File: src/rtl/memory_arbiter_if.sv
// -----------------------------------------------------------------------------
// memory_arbiter_if
// Bundles every signal between the memory arbiter, its two requesters
// (instruction cache, data/vector load-store unit) and the single-port RAM.
//
//   inst_vis_signal/inst_vis_addr        instruction request (0=NOP, 1=READ)
//   inst_data/inst_done                  instruction result and one-cycle done
//   data_vis_signal/data_vis_addr        data request (0=NOP, 1=READ, 2=WRITE)
//   data_wdata                           data write value
//   data_rdata/data_done                 data result and one-cycle done
//   mem_status                           0=RESTING, 1=INST_WORKING, 2=DATA_WORKING
//   ram_en/ram_we/ram_addr/ram_wdata     RAM command
//   ram_rdata                            RAM read value
//
// Modports: slave = the arbiter, master = requesters plus RAM.
// -----------------------------------------------------------------------------
interface memory_arbiter_if #(
  parameter int ADDR_WIDTH = 17,
  parameter int LEN        = 32
);
  logic [1:0]            inst_vis_signal;
  logic [ADDR_WIDTH-1:0] inst_vis_addr;
  logic [LEN-1:0]        inst_data;
  logic                  inst_done;
  logic [1:0]            data_vis_signal;
  logic [ADDR_WIDTH-1:0] data_vis_addr;
  logic [LEN-1:0]        data_wdata;
  logic [LEN-1:0]        data_rdata;
  logic                  data_done;
  logic [1:0]            mem_status;
  logic                  ram_en;
  logic                  ram_we;
  logic [ADDR_WIDTH-1:0] ram_addr;
  logic [LEN-1:0]        ram_wdata;
  logic [LEN-1:0]        ram_rdata;

  modport slave (
    input  inst_vis_signal, inst_vis_addr, data_vis_signal, data_vis_addr,
           data_wdata, ram_rdata,
    output inst_data, inst_done, data_rdata, data_done, mem_status,
           ram_en, ram_we, ram_addr, ram_wdata
  );

  modport master (
    output inst_vis_signal, inst_vis_addr, data_vis_signal, data_vis_addr,
           data_wdata, ram_rdata,
    input  inst_data, inst_done, data_rdata, data_done, mem_status,
           ram_en, ram_we, ram_addr, ram_wdata
  );
endinterface

File: src/rtl/memory_arbiter.sv
// -----------------------------------------------------------------------------
// memory_arbiter
// Shares one single-port main memory between the instruction cache and the
// data/vector load-store unit. Each side owns a one-entry request slot; the
// arbiter grants the RAM to one side at a time (data first), holds the RAM
// command for a fixed MEM_LATENCY, then returns read data with a one-cycle
// done pulse. mem_status tells both requesters who currently owns the RAM.
//
// Ports:
//   clk    rising-edge clock
//   rst_n  asynchronous active-low reset (abandons any in-flight access)
//   bus    memory_arbiter_if.slave, all request/result/RAM signals
//
// Optional build macro MEM_ARB_FAIRNESS_EN: when both slots are pending and
// the previous completion belonged to the data side, the instruction side
// wins, so fetches cannot starve behind a stream of data accesses.
// -----------------------------------------------------------------------------
module memory_arbiter #(
  parameter int ADDR_WIDTH  = 17,
  parameter int LEN         = 32,
  parameter int MEM_LATENCY = 2,
  parameter int CNT_WIDTH   = 2
) (
  input  logic             clk,
  input  logic             rst_n,
  memory_arbiter_if.slave  bus
);

  localparam logic [1:0] MEM_READ  = 2'd1;
  localparam logic [1:0] MEM_WRITE = 2'd2;

  localparam logic [1:0] MEM_RESTING      = 2'd0;
  localparam logic [1:0] MEM_INST_WORKING = 2'd1;
  localparam logic [1:0] MEM_DATA_WORKING = 2'd2;

  // Counter reload: completion happens MEM_LATENCY edges after the grant.
  localparam logic [CNT_WIDTH-1:0] CNT_LOAD = CNT_WIDTH'(MEM_LATENCY - 1);

  typedef enum logic [1:0] {
    IDLE      = 2'd0,
    INST_BUSY = 2'd1,
    DATA_BUSY = 2'd2
  } state_t;

  state_t                state;
  logic [CNT_WIDTH-1:0]  cnt;

  // One-entry request slots
  logic                  inst_pend;
  logic [ADDR_WIDTH-1:0] inst_addr_q;
  logic                  data_pend;
  logic                  data_we_q;
  logic [ADDR_WIDTH-1:0] data_addr_q;
  logic [LEN-1:0]        data_wdata_q;

  logic inst_complete;
  logic data_complete;
  logic inst_req;
  logic data_req;
  logic inst_take;
  logic data_take;
  logic pick_data;

  assign inst_complete = (state == INST_BUSY) && (cnt == '0);
  assign data_complete = (state == DATA_BUSY) && (cnt == '0);

  // Encodings other than READ (inst) or READ/WRITE (data) are NOPs.
  assign inst_req = (bus.inst_vis_signal == MEM_READ);
  assign data_req = (bus.data_vis_signal == MEM_READ) ||
                    (bus.data_vis_signal == MEM_WRITE);

  // A slot that completes on this edge is free for a new request on the
  // same edge, so a requester holding its request gets back-to-back service.
  assign inst_take = inst_req && (!inst_pend || inst_complete);
  assign data_take = data_req && (!data_pend || data_complete);

`ifdef MEM_ARB_FAIRNESS_EN
  logic last_was_data;
  assign pick_data = data_pend && !(inst_pend && last_was_data);
`else
  assign pick_data = data_pend;
`endif

  // ---------------------------------------------------------------------------
  // Request slots
  // ---------------------------------------------------------------------------
  // NOTE: sequential state is written with non-blocking assignments so every
  // flop samples the pre-edge values of the others, independent of block order.
  always_ff @(posedge clk or negedge rst_n) begin
    if (!rst_n) begin
      // NOTE: these are a handful of flops, not a RAM array, so the payload is
      // reset along with the valid bits and never powers up as X.
      inst_pend    <= 1'b0;
      inst_addr_q  <= '0;
      data_pend    <= 1'b0;
      data_we_q    <= 1'b0;
      data_addr_q  <= '0;
      data_wdata_q <= '0;
    end else begin
      if (inst_take) begin
        inst_pend   <= 1'b1;
        inst_addr_q <= bus.inst_vis_addr;
      end else if (inst_complete) begin
        inst_pend   <= 1'b0;
      end

      if (data_take) begin
        data_pend    <= 1'b1;
        data_we_q    <= (bus.data_vis_signal == MEM_WRITE);
        data_addr_q  <= bus.data_vis_addr;
        data_wdata_q <= bus.data_wdata;
      end else if (data_complete) begin
        data_pend    <= 1'b0;
      end
    end
  end

  // ---------------------------------------------------------------------------
  // Grant / access FSM with registered outputs
  // ---------------------------------------------------------------------------
  always_ff @(posedge clk or negedge rst_n) begin
    if (!rst_n) begin
      state          <= IDLE;
      cnt            <= '0;
      bus.mem_status <= MEM_RESTING;
      bus.ram_en     <= 1'b0;
      bus.ram_we     <= 1'b0;
      bus.ram_addr   <= '0;
      bus.ram_wdata  <= '0;
      bus.inst_data  <= '0;
      bus.inst_done  <= 1'b0;
      bus.data_rdata <= '0;
      bus.data_done  <= 1'b0;
`ifdef MEM_ARB_FAIRNESS_EN
      last_was_data  <= 1'b0;
`endif
    end else begin
      // Done outputs are pulses: low unless a completion sets them below.
      bus.inst_done <= 1'b0;
      bus.data_done <= 1'b0;

      unique case (state)
        IDLE: begin
          if (pick_data) begin
            state          <= DATA_BUSY;
            bus.mem_status <= MEM_DATA_WORKING;
            bus.ram_en     <= 1'b1;
            bus.ram_we     <= data_we_q;
            bus.ram_addr   <= data_addr_q;
            bus.ram_wdata  <= data_wdata_q;
            cnt            <= CNT_LOAD;
          end else if (inst_pend) begin
            state          <= INST_BUSY;
            bus.mem_status <= MEM_INST_WORKING;
            bus.ram_en     <= 1'b1;
            bus.ram_we     <= 1'b0;
            bus.ram_addr   <= inst_addr_q;
            cnt            <= CNT_LOAD;
          end
        end

        INST_BUSY, DATA_BUSY: begin
          if (cnt != '0) begin
            cnt <= cnt - 1'b1;
          end else begin
            if (state == INST_BUSY) begin
              bus.inst_data <= bus.ram_rdata;
              bus.inst_done <= 1'b1;
`ifdef MEM_ARB_FAIRNESS_EN
              last_was_data <= 1'b0;
`endif
            end else begin
              // A write leaves the previous read result visible.
              if (!bus.ram_we) begin
                bus.data_rdata <= bus.ram_rdata;
              end
              bus.data_done <= 1'b1;
`ifdef MEM_ARB_FAIRNESS_EN
              last_was_data <= 1'b1;
`endif
            end
            // Returning to IDLE forces one RESTING cycle before the next grant.
            bus.ram_en     <= 1'b0;
            bus.ram_we     <= 1'b0;
            bus.mem_status <= MEM_RESTING;
            state          <= IDLE;
          end
        end

        default: begin
          state          <= IDLE;
          bus.ram_en     <= 1'b0;
          bus.ram_we     <= 1'b0;
          bus.mem_status <= MEM_RESTING;
        end
      endcase
    end
  end

endmodule

File: src/flat_wrapper.sv
// flat-port wrapper written by rule: the top's interface ports become plain ports
module memory_arbiter_flat 
#(
  parameter int ADDR_WIDTH  = 17,
  parameter int LEN         = 32,
  parameter int MEM_LATENCY = 2,
  parameter int CNT_WIDTH   = 2
)
  (clk, rst_n, bus_inst_vis_signal, bus_inst_vis_addr, bus_data_vis_signal, bus_data_vis_addr, bus_data_wdata, bus_ram_rdata, bus_inst_data, bus_inst_done, bus_data_rdata, bus_data_done, bus_mem_status, bus_ram_en, bus_ram_we, bus_ram_addr, bus_ram_wdata);
  memory_arbiter_if #(.ADDR_WIDTH(ADDR_WIDTH), .LEN(LEN)) bus_i ();
  input  logic clk;
  input  logic rst_n;
  input wire logic [$bits(bus_i.inst_vis_signal)-1:0] bus_inst_vis_signal;
  input wire logic [$bits(bus_i.inst_vis_addr)-1:0] bus_inst_vis_addr;
  input wire logic [$bits(bus_i.data_vis_signal)-1:0] bus_data_vis_signal;
  input wire logic [$bits(bus_i.data_vis_addr)-1:0] bus_data_vis_addr;
  input wire logic [$bits(bus_i.data_wdata)-1:0] bus_data_wdata;
  input wire logic [$bits(bus_i.ram_rdata)-1:0] bus_ram_rdata;
  output wire logic [$bits(bus_i.inst_data)-1:0] bus_inst_data;
  output wire logic [$bits(bus_i.inst_done)-1:0] bus_inst_done;
  output wire logic [$bits(bus_i.data_rdata)-1:0] bus_data_rdata;
  output wire logic [$bits(bus_i.data_done)-1:0] bus_data_done;
  output wire logic [$bits(bus_i.mem_status)-1:0] bus_mem_status;
  output wire logic [$bits(bus_i.ram_en)-1:0] bus_ram_en;
  output wire logic [$bits(bus_i.ram_we)-1:0] bus_ram_we;
  output wire logic [$bits(bus_i.ram_addr)-1:0] bus_ram_addr;
  output wire logic [$bits(bus_i.ram_wdata)-1:0] bus_ram_wdata;
  assign bus_i.inst_vis_signal = bus_inst_vis_signal;
  assign bus_i.inst_vis_addr = bus_inst_vis_addr;
  assign bus_i.data_vis_signal = bus_data_vis_signal;
  assign bus_i.data_vis_addr = bus_data_vis_addr;
  assign bus_i.data_wdata = bus_data_wdata;
  assign bus_i.ram_rdata = bus_ram_rdata;
  assign bus_inst_data = bus_i.inst_data;
  assign bus_inst_done = bus_i.inst_done;
  assign bus_data_rdata = bus_i.data_rdata;
  assign bus_data_done = bus_i.data_done;
  assign bus_mem_status = bus_i.mem_status;
  assign bus_ram_en = bus_i.ram_en;
  assign bus_ram_we = bus_i.ram_we;
  assign bus_ram_addr = bus_i.ram_addr;
  assign bus_ram_wdata = bus_i.ram_wdata;
  memory_arbiter #(.ADDR_WIDTH(ADDR_WIDTH), .LEN(LEN), .MEM_LATENCY(MEM_LATENCY), .CNT_WIDTH(CNT_WIDTH)) u_core (.clk(clk), .rst_n(rst_n), .bus(bus_i));
endmodule
File: config.mk
export PLATFORM = sky130hd
export DESIGN_NAME = memory_arbiter_flat
export DESIGN_NICKNAME = d
export VERILOG_FILES = /design/src/rtl/memory_arbiter_if.sv /design/src/rtl/memory_arbiter.sv /design/src/flat_wrapper.sv
export SDC_FILE = /design/constraint.sdc
export NUM_CORES = 1
export LEC_CHECK = 0
export ABC_AREA = 1
export CORE_MARGIN = 4
export CORE_UTILIZATION = 24
export CTS_CLUSTER_DIAMETER = 30
export CTS_CLUSTER_SIZE = 10
export DETAILED_ROUTE_END_ITERATION = 10
export PLACE_DENSITY_LB_ADDON = 0.08
export SKIP_LAST_GASP = 1
export SYNTH_ARGS = -nofsm -noshare
export SYNTH_HDL_FRONTEND = slang
export SYNTH_SLANG_ARGS = --single-unit
File: constraint.sdc
create_clock -name clk -period 1.7 [get_ports clk]
set_clock_uncertainty 0.05 [all_clocks]
set_input_delay 0.425 -clock clk [delete_from_list [all_inputs] [get_ports clk]]
set_output_delay 0.425 -clock clk [all_outputs]
set_load 0.005 [all_outputs]
==> impl_results.html, run 1 <==
<table>
<tr><th>Metric</th><th>Value</th></tr>
<tr><th colspan="2">Status</th></tr>
<tr><td>Run status</td><td>completed</td></tr>
<tr><th colspan="2">Yosys</th></tr>
<tr><td>#FFs+latches synth</td><td>190</td></tr>
<tr><td>Total number of yosys warnings</td><td>0</td></tr>
<tr><td>Per-instance average area after synthesis</td><td>9.03 sq um</td></tr>
<tr><td>Netlist Area Pre-Place</td><td>7710 sq um</td></tr>
<tr><td>Syn Nets</td><td>963</td></tr>
<tr><td>Number of distinct library cells after synthesis</td><td>20</td></tr>
<tr><td>Register area share after synthesis</td><td>61.7%</td></tr>
<tr><td>Post-synthesis cell count</td><td>roughly 850</td></tr>
<tr><th colspan="2">CTS</th></tr>
<tr><td>Insertion delay to the later sink of the worst-skew pair</td><td>430 ps</td></tr>
<tr><td>Clock transition time at the flip-flop clock pins of the worst setup and hold paths</td><td>around 80 ps</td></tr>
<tr><td>Total clock buffers created by CTS</td><td>17</td></tr>
<tr><td>TritonCTS clock tree</td><td>yes</td></tr>
<tr><td>Max Root-Sink Buffers</td><td>2</td></tr>
<tr><td>Clock sink total</td><td>190</td></tr>
<tr><td>Clk Tree Root Cell</td><td>sky130_fd_sc_hd__clkbuf_16</td></tr>
<tr><td>Count of H-tree levels built during CTS</td><td>4</td></tr>
<tr><th colspan="2">GRT</th></tr>
<tr><td>Via count of the first global-routing pass</td><td>approximately 6600</td></tr>
<tr><td>Pin count of the biggest net entering global routing</td><td>48</td></tr>
<tr><td>GRT Overall Usage</td><td>a little over an eighth</td></tr>
<tr><td>Number of antenna violations at the first check in global routing</td><td>0</td></tr>
<tr><td>Global-route wire length before repair</td><td>~38 mm</td></tr>
<tr><td>Overall overflow remaining after global route</td><td>0</td></tr>
<tr><th colspan="2">Die</th></tr>
<tr><td>I/O pins</td><td>around 220</td></tr>
<tr><td>Width of the die</td><td>~190 microns</td></tr>
<tr><td>Core area</td><td>~32000 sq um</td></tr>
<tr><td>Number of standard-cell rows in the floorplan</td><td>65</td></tr>
<tr><td>Die extent in y</td><td>187 microns</td></tr>
<tr><td>Die area</td><td>between 30000 and 40000 sq um</td></tr>
<tr><td>Starting density of the core</td><td>roughly 24%</td></tr>
<tr><th colspan="2">Worst setup path</th></tr>
<tr><td>Biggest fanout along the worst timing path</td><td>4</td></tr>
<tr><td>Kind of start point of the critical path</td><td>register</td></tr>
<tr><td>Slowest-stage cell, CP</td><td>sky130_fd_sc_hd__dfrtp_1</td></tr>
<tr><td>Launch instance of the worst register-to-register path</td><td>u_core.state[0]</td></tr>
<tr><td>Depth of the most critical reg-to-reg path</td><td>7</td></tr>
<tr><td>Arrival time at the worst endpoint</td><td>roughly 1200 ps</td></tr>
<tr><td>Type of element capturing the critical path</td><td>output pin</td></tr>
<tr><td>Kind of cell adding the most delay to the critical path</td><td>flip-flops</td></tr>
<tr><td>Kind of critical path</td><td>reg -&gt; out</td></tr>
<tr><td>Worst R2R End</td><td>u_core.bus.ram_en</td></tr>
<tr><td>Data required time of the worst path</td><td>around 1200 ps</td></tr>
<tr><td>CP Buf/Inv Count</td><td>1</td></tr>
<tr><td>Delay of the slowest critical-path stage</td><td>between 400 and 500 ps</td></tr>
<tr><td>Cell-by-cell trace of the critical path</td><td>dlygate4sd2_1</td></tr>
<tr><td>Start point of the critical path</td><td>u_core.state[0]</td></tr>
<tr><td>Worst R2R Setup Slack</td><td>approximately 150 ps</td></tr>
<tr><th colspan="2">Timing</th></tr>
<tr><td>Final setup fails</td><td>0</td></tr>
<tr><td>Slew of the pin with the lowest slew margin</td><td>about 360 ps</td></tr>
<tr><td>Final hold viol count</td><td>0</td></tr>
<tr><td>Worst Hold Margin</td><td>412 ps</td></tr>
<tr><td>Number of slew-limit violations in the final report</td><td>0</td></tr>
<tr><td>Final worst slack</td><td>slightly above 70 ps</td></tr>
<tr><td>Headroom to the max-slew limit</td><td>roughly three quarters</td></tr>
<tr><td>Unrepaired setup endpoints after global routing</td><td>false</td></tr>
<tr><td>Highest achievable clock rate</td><td>between 0.6 and 0.7 GHz</td></tr>
<tr><td>Final critical-path required period</td><td>1630 ps</td></tr>
<tr><td>Period utilization</td><td>a little over nine tenths</td></tr>
<tr><th colspan="2">Pwr</th></tr>
<tr><td>Internal Dissipation</td><td>12.4 mW</td></tr>
<tr><td>Power per standard cell area</td><td>about 1800 nW/um^2</td></tr>
<tr><td>Net switching power of the design</td><td>between 7 and 8 mW</td></tr>
<tr><td>Largest vdd supply drop</td><td>a little over 0.7 mV</td></tr>
<tr><td>Net switching share of the total power</td><td>38.3%</td></tr>
<tr><td>Sequential share of power</td><td>around two fifths</td></tr>
<tr><td>Static leakage</td><td>~5.9 nW</td></tr>
<tr><td>Fraction of power consumed by combinational cells</td><td>between 40% and 50%</td></tr>
<tr><td>Final Power</td><td>a little over 20 mW</td></tr>
<tr><td>Clock group share of total power</td><td>19.4%</td></tr>
<tr><th colspan="2">Finish</th></tr>
<tr><td>Area grow syn2layout</td><td>44.5%</td></tr>
<tr><td>Share of cells above drive strength 1</td><td>under 10%</td></tr>
<tr><td>Antenna fix cells</td><td>0</td></tr>
<tr><td>Most common cell after layout, fill and taps aside</td><td>sky130_fd_sc_hd__nand2_1</td></tr>
<tr><td>Commonest cells after routing, fill and taps aside</td><td>sky130_fd_sc_hd__nand2_1 (403), sky130_fd_sc_hd__dfrtp_1 (189), sky130_fd_sc_hd__dlygate4sd2_1 (119), sky130_fd_sc_hd__clkdlybuf4s50_1 (102), sky130_fd_sc_hd__nand3_1 (71)</td></tr>
<tr><td>Fill count</td><td>between 3000 and 4000</td></tr>
<tr><td>Nets@finish</td><td>~1200</td></tr>
<tr><th colspan="2">Job</th></tr>
<tr><td>Max-cap viol count</td><td>0</td></tr>
<tr><th colspan="2">Detailed routing</th></tr>
<tr><td>Number of detailed-routing iterations run before antenna repair</td><td>4</td></tr>
<tr><td>Final wirelength</td><td>about 23 mm</td></tr>
<tr><td>Via count of the routed design</td><td>~6300</td></tr>
<tr><td>Mean routed wirelength per cell</td><td>roughly 15 microns</td></tr>
<tr><td>Iter 0 DRT Violations</td><td>~310</td></tr>
<tr><td>Count of nets left with antenna violations after detail routing</td><td>0</td></tr>
<tr><td>Detailed-route DRC error count</td><td>0</td></tr>
<tr><td>Per-cell via count in the routed design</td><td>a little over 4</td></tr>
<tr><th colspan="2">Hold path</th></tr>
<tr><td>Hold Crit Class</td><td>in -&gt; async</td></tr>
<tr><th colspan="2">Place</th></tr>
<tr><td>Worst setup slack before clock tree synthesis</td><td>-238 ps</td></tr>
<tr><td>Routability cong.</td><td>0.709</td></tr>
<tr><td>Hpwl dp</td><td>approximately 16 mm</td></tr>
<tr><td>Quantity of I/O buffers inserted on ports</td><td>approximately 220</td></tr>
</table>
-- power by group through the flow --
stage               Combinational [mW]  Clock [mW]  Sequential (mW)
floorplan                         4.38           0             7.82
global placement                  9.18           0             7.97
detailed placement                9.28           0             7.95
CTS                               8.66        4.11             7.82
global route                      9.69        4.25             8.11
finish                            8.45        3.90             7.79
-- what timing repair did --
item                                    CTS  global route
setup buffers                            15             1
hold buffers                              1             0
gates cloned                              0             1
resized for setup                       119             5
endpoints found under the setup margin  119            51
endpoints found under the hold margin    22             0
-- sequential cells by signal, indices dropped and copies added, names as in the netlist --
register,cells
u_core.bus.ram_addr,17
u_core.inst_addr_q,17
u_core.data_wdata_q,32
u_core.bus.data_rdata,32
u_core.cnt,2
u_core.bus.ram_en,1
u_core.bus.ram_wdata,32
u_core.bus.inst_data,32
u_core.bus.data_done,1
u_core.bus.inst_done,1
u_core.data_addr_q,17
u_core.state,2
u_core.data_pend,1
u_core.bus.ram_we,1
u_core.inst_pend,1
u_core.data_we_q,1
-- layout make-up --
class | instances | area, sq um | share of cell area (%)
Multi-Input combinational cell | 575 | 2500 | 22.4
Clock buffer | 18 | 429 | 3.85
Tap cell | 402 | 503 | 4.51
Clock inverter | 13 | 124 | 1.11
Sequential cell | 190 | 4760 | 42.7
Inverter | 46 | 173 | 1.55
Timing Repair Buffer | 273 | 2660 | 23.9
-- Yosys cell counts --
library cell / instances / area (sq um)
sky130_fd_sc_hd__dfrtp_1: 190 / 4750
sky130_fd_sc_hd__buf_2: 13 / 65.1
sky130_fd_sc_hd__nand3_1: 71 / 355
sky130_fd_sc_hd__o21ai_2: 14 / 123
sky130_fd_sc_hd__nand2_1: 403 / 1510
sky130_fd_sc_hd__ha_1: 5 / 62.6
sky130_fd_sc_hd__buf_6: 13 / 146
sky130_fd_sc_hd__clkbuf_1: 13 / 48.8
sky130_fd_sc_hd__nand2_2: 4 / 25.0
sky130_fd_sc_hd__nor2_2: 1 / 6.26
sky130_fd_sc_hd__clkbuf_2: 1 / 5.00
sky130_fd_sc_hd__nor2_4: 2 / 22.5
sky130_fd_sc_hd__o21ai_0: 52 / 260
sky130_fd_sc_hd__nand2_4: 3 / 33.8
sky130_fd_sc_hd__inv_1: 42 / 158
sky130_fd_sc_hd__nor2_1: 5 / 18.8
sky130_fd_sc_hd__buf_4: 3 / 22.5
sky130_fd_sc_hd__o21ai_1: 15 / 75.1
sky130_fd_sc_hd__clkinv_1: 1 / 3.75
sky130_fd_sc_hd__inv_2: 3 / 11.3
-- worst max path at each step --
stage,end,slack (ps),depth (start not counted)
final,bus_mem_status[0],70,1
after global routing,u_core.bus.inst_data[24],5,8
after floorplan,u_core.bus.inst_data[1],160,9
after detailed placement,u_core.data_wdata_q[31],-240,8
after global placement,u_core.data_wdata_q[14],-230,8
after CTS,bus_mem_status[0],30,1
-- per-layer routing --
metal | vias to the layer above | track usage [%] | routed length, microns
met3 | 13 | 3.14 | 1320
met5 | - | 0 | 0
met2 | 169 | 20.7 | 10400
met4 | 0 | 2.90 | 205
met1 | 2929 | 19.4 | 11400
li1 | 3171 | - | -
-- metrics by stage --
stage          TNS, ps  cells  cell area [sq um]  utilization (%)
3_3_place_gp    -11030   1468              10600             33.4
2_1_floorplan        0    854               7710                -
4_1_cts              0   1515              11100             35.1
5_1_grt              0   1517              11100             35.2
6_report             0   1517              11100             35.2
3_5_place_dp    -11260   1468              10600             33.4
-- logic make-up (layout without fill, tap and decap cells) --
kind of cell	after synthesis	in the layout	share of synthesized area [%]
buf+inv	89	350	5.97
simple gates	489	489	25.6
fa+ha+maj	5	5	0.811
compound gates	81	81	5.94
flops	190	190	61.7
Note: power is estimated with default switching activity, not from simulation.
==> run 2, diff against run 1 <==
--- a/config.mk
+++ b/config.mk
@@ -9,7 +9,7 @@
 export CORE_MARGIN = 4
 export CORE_UTILIZATION = 24
 export CTS_CLUSTER_DIAMETER = 30
-export CTS_CLUSTER_SIZE = 10
+export CTS_CLUSTER_SIZE = 30
 export DETAILED_ROUTE_END_ITERATION = 10
 export PLACE_DENSITY_LB_ADDON = 0.08
 export SKIP_LAST_GASP = 1
==> results of run 2 <==
No change in the layout: final DEF, timing and power equal those of run 1.
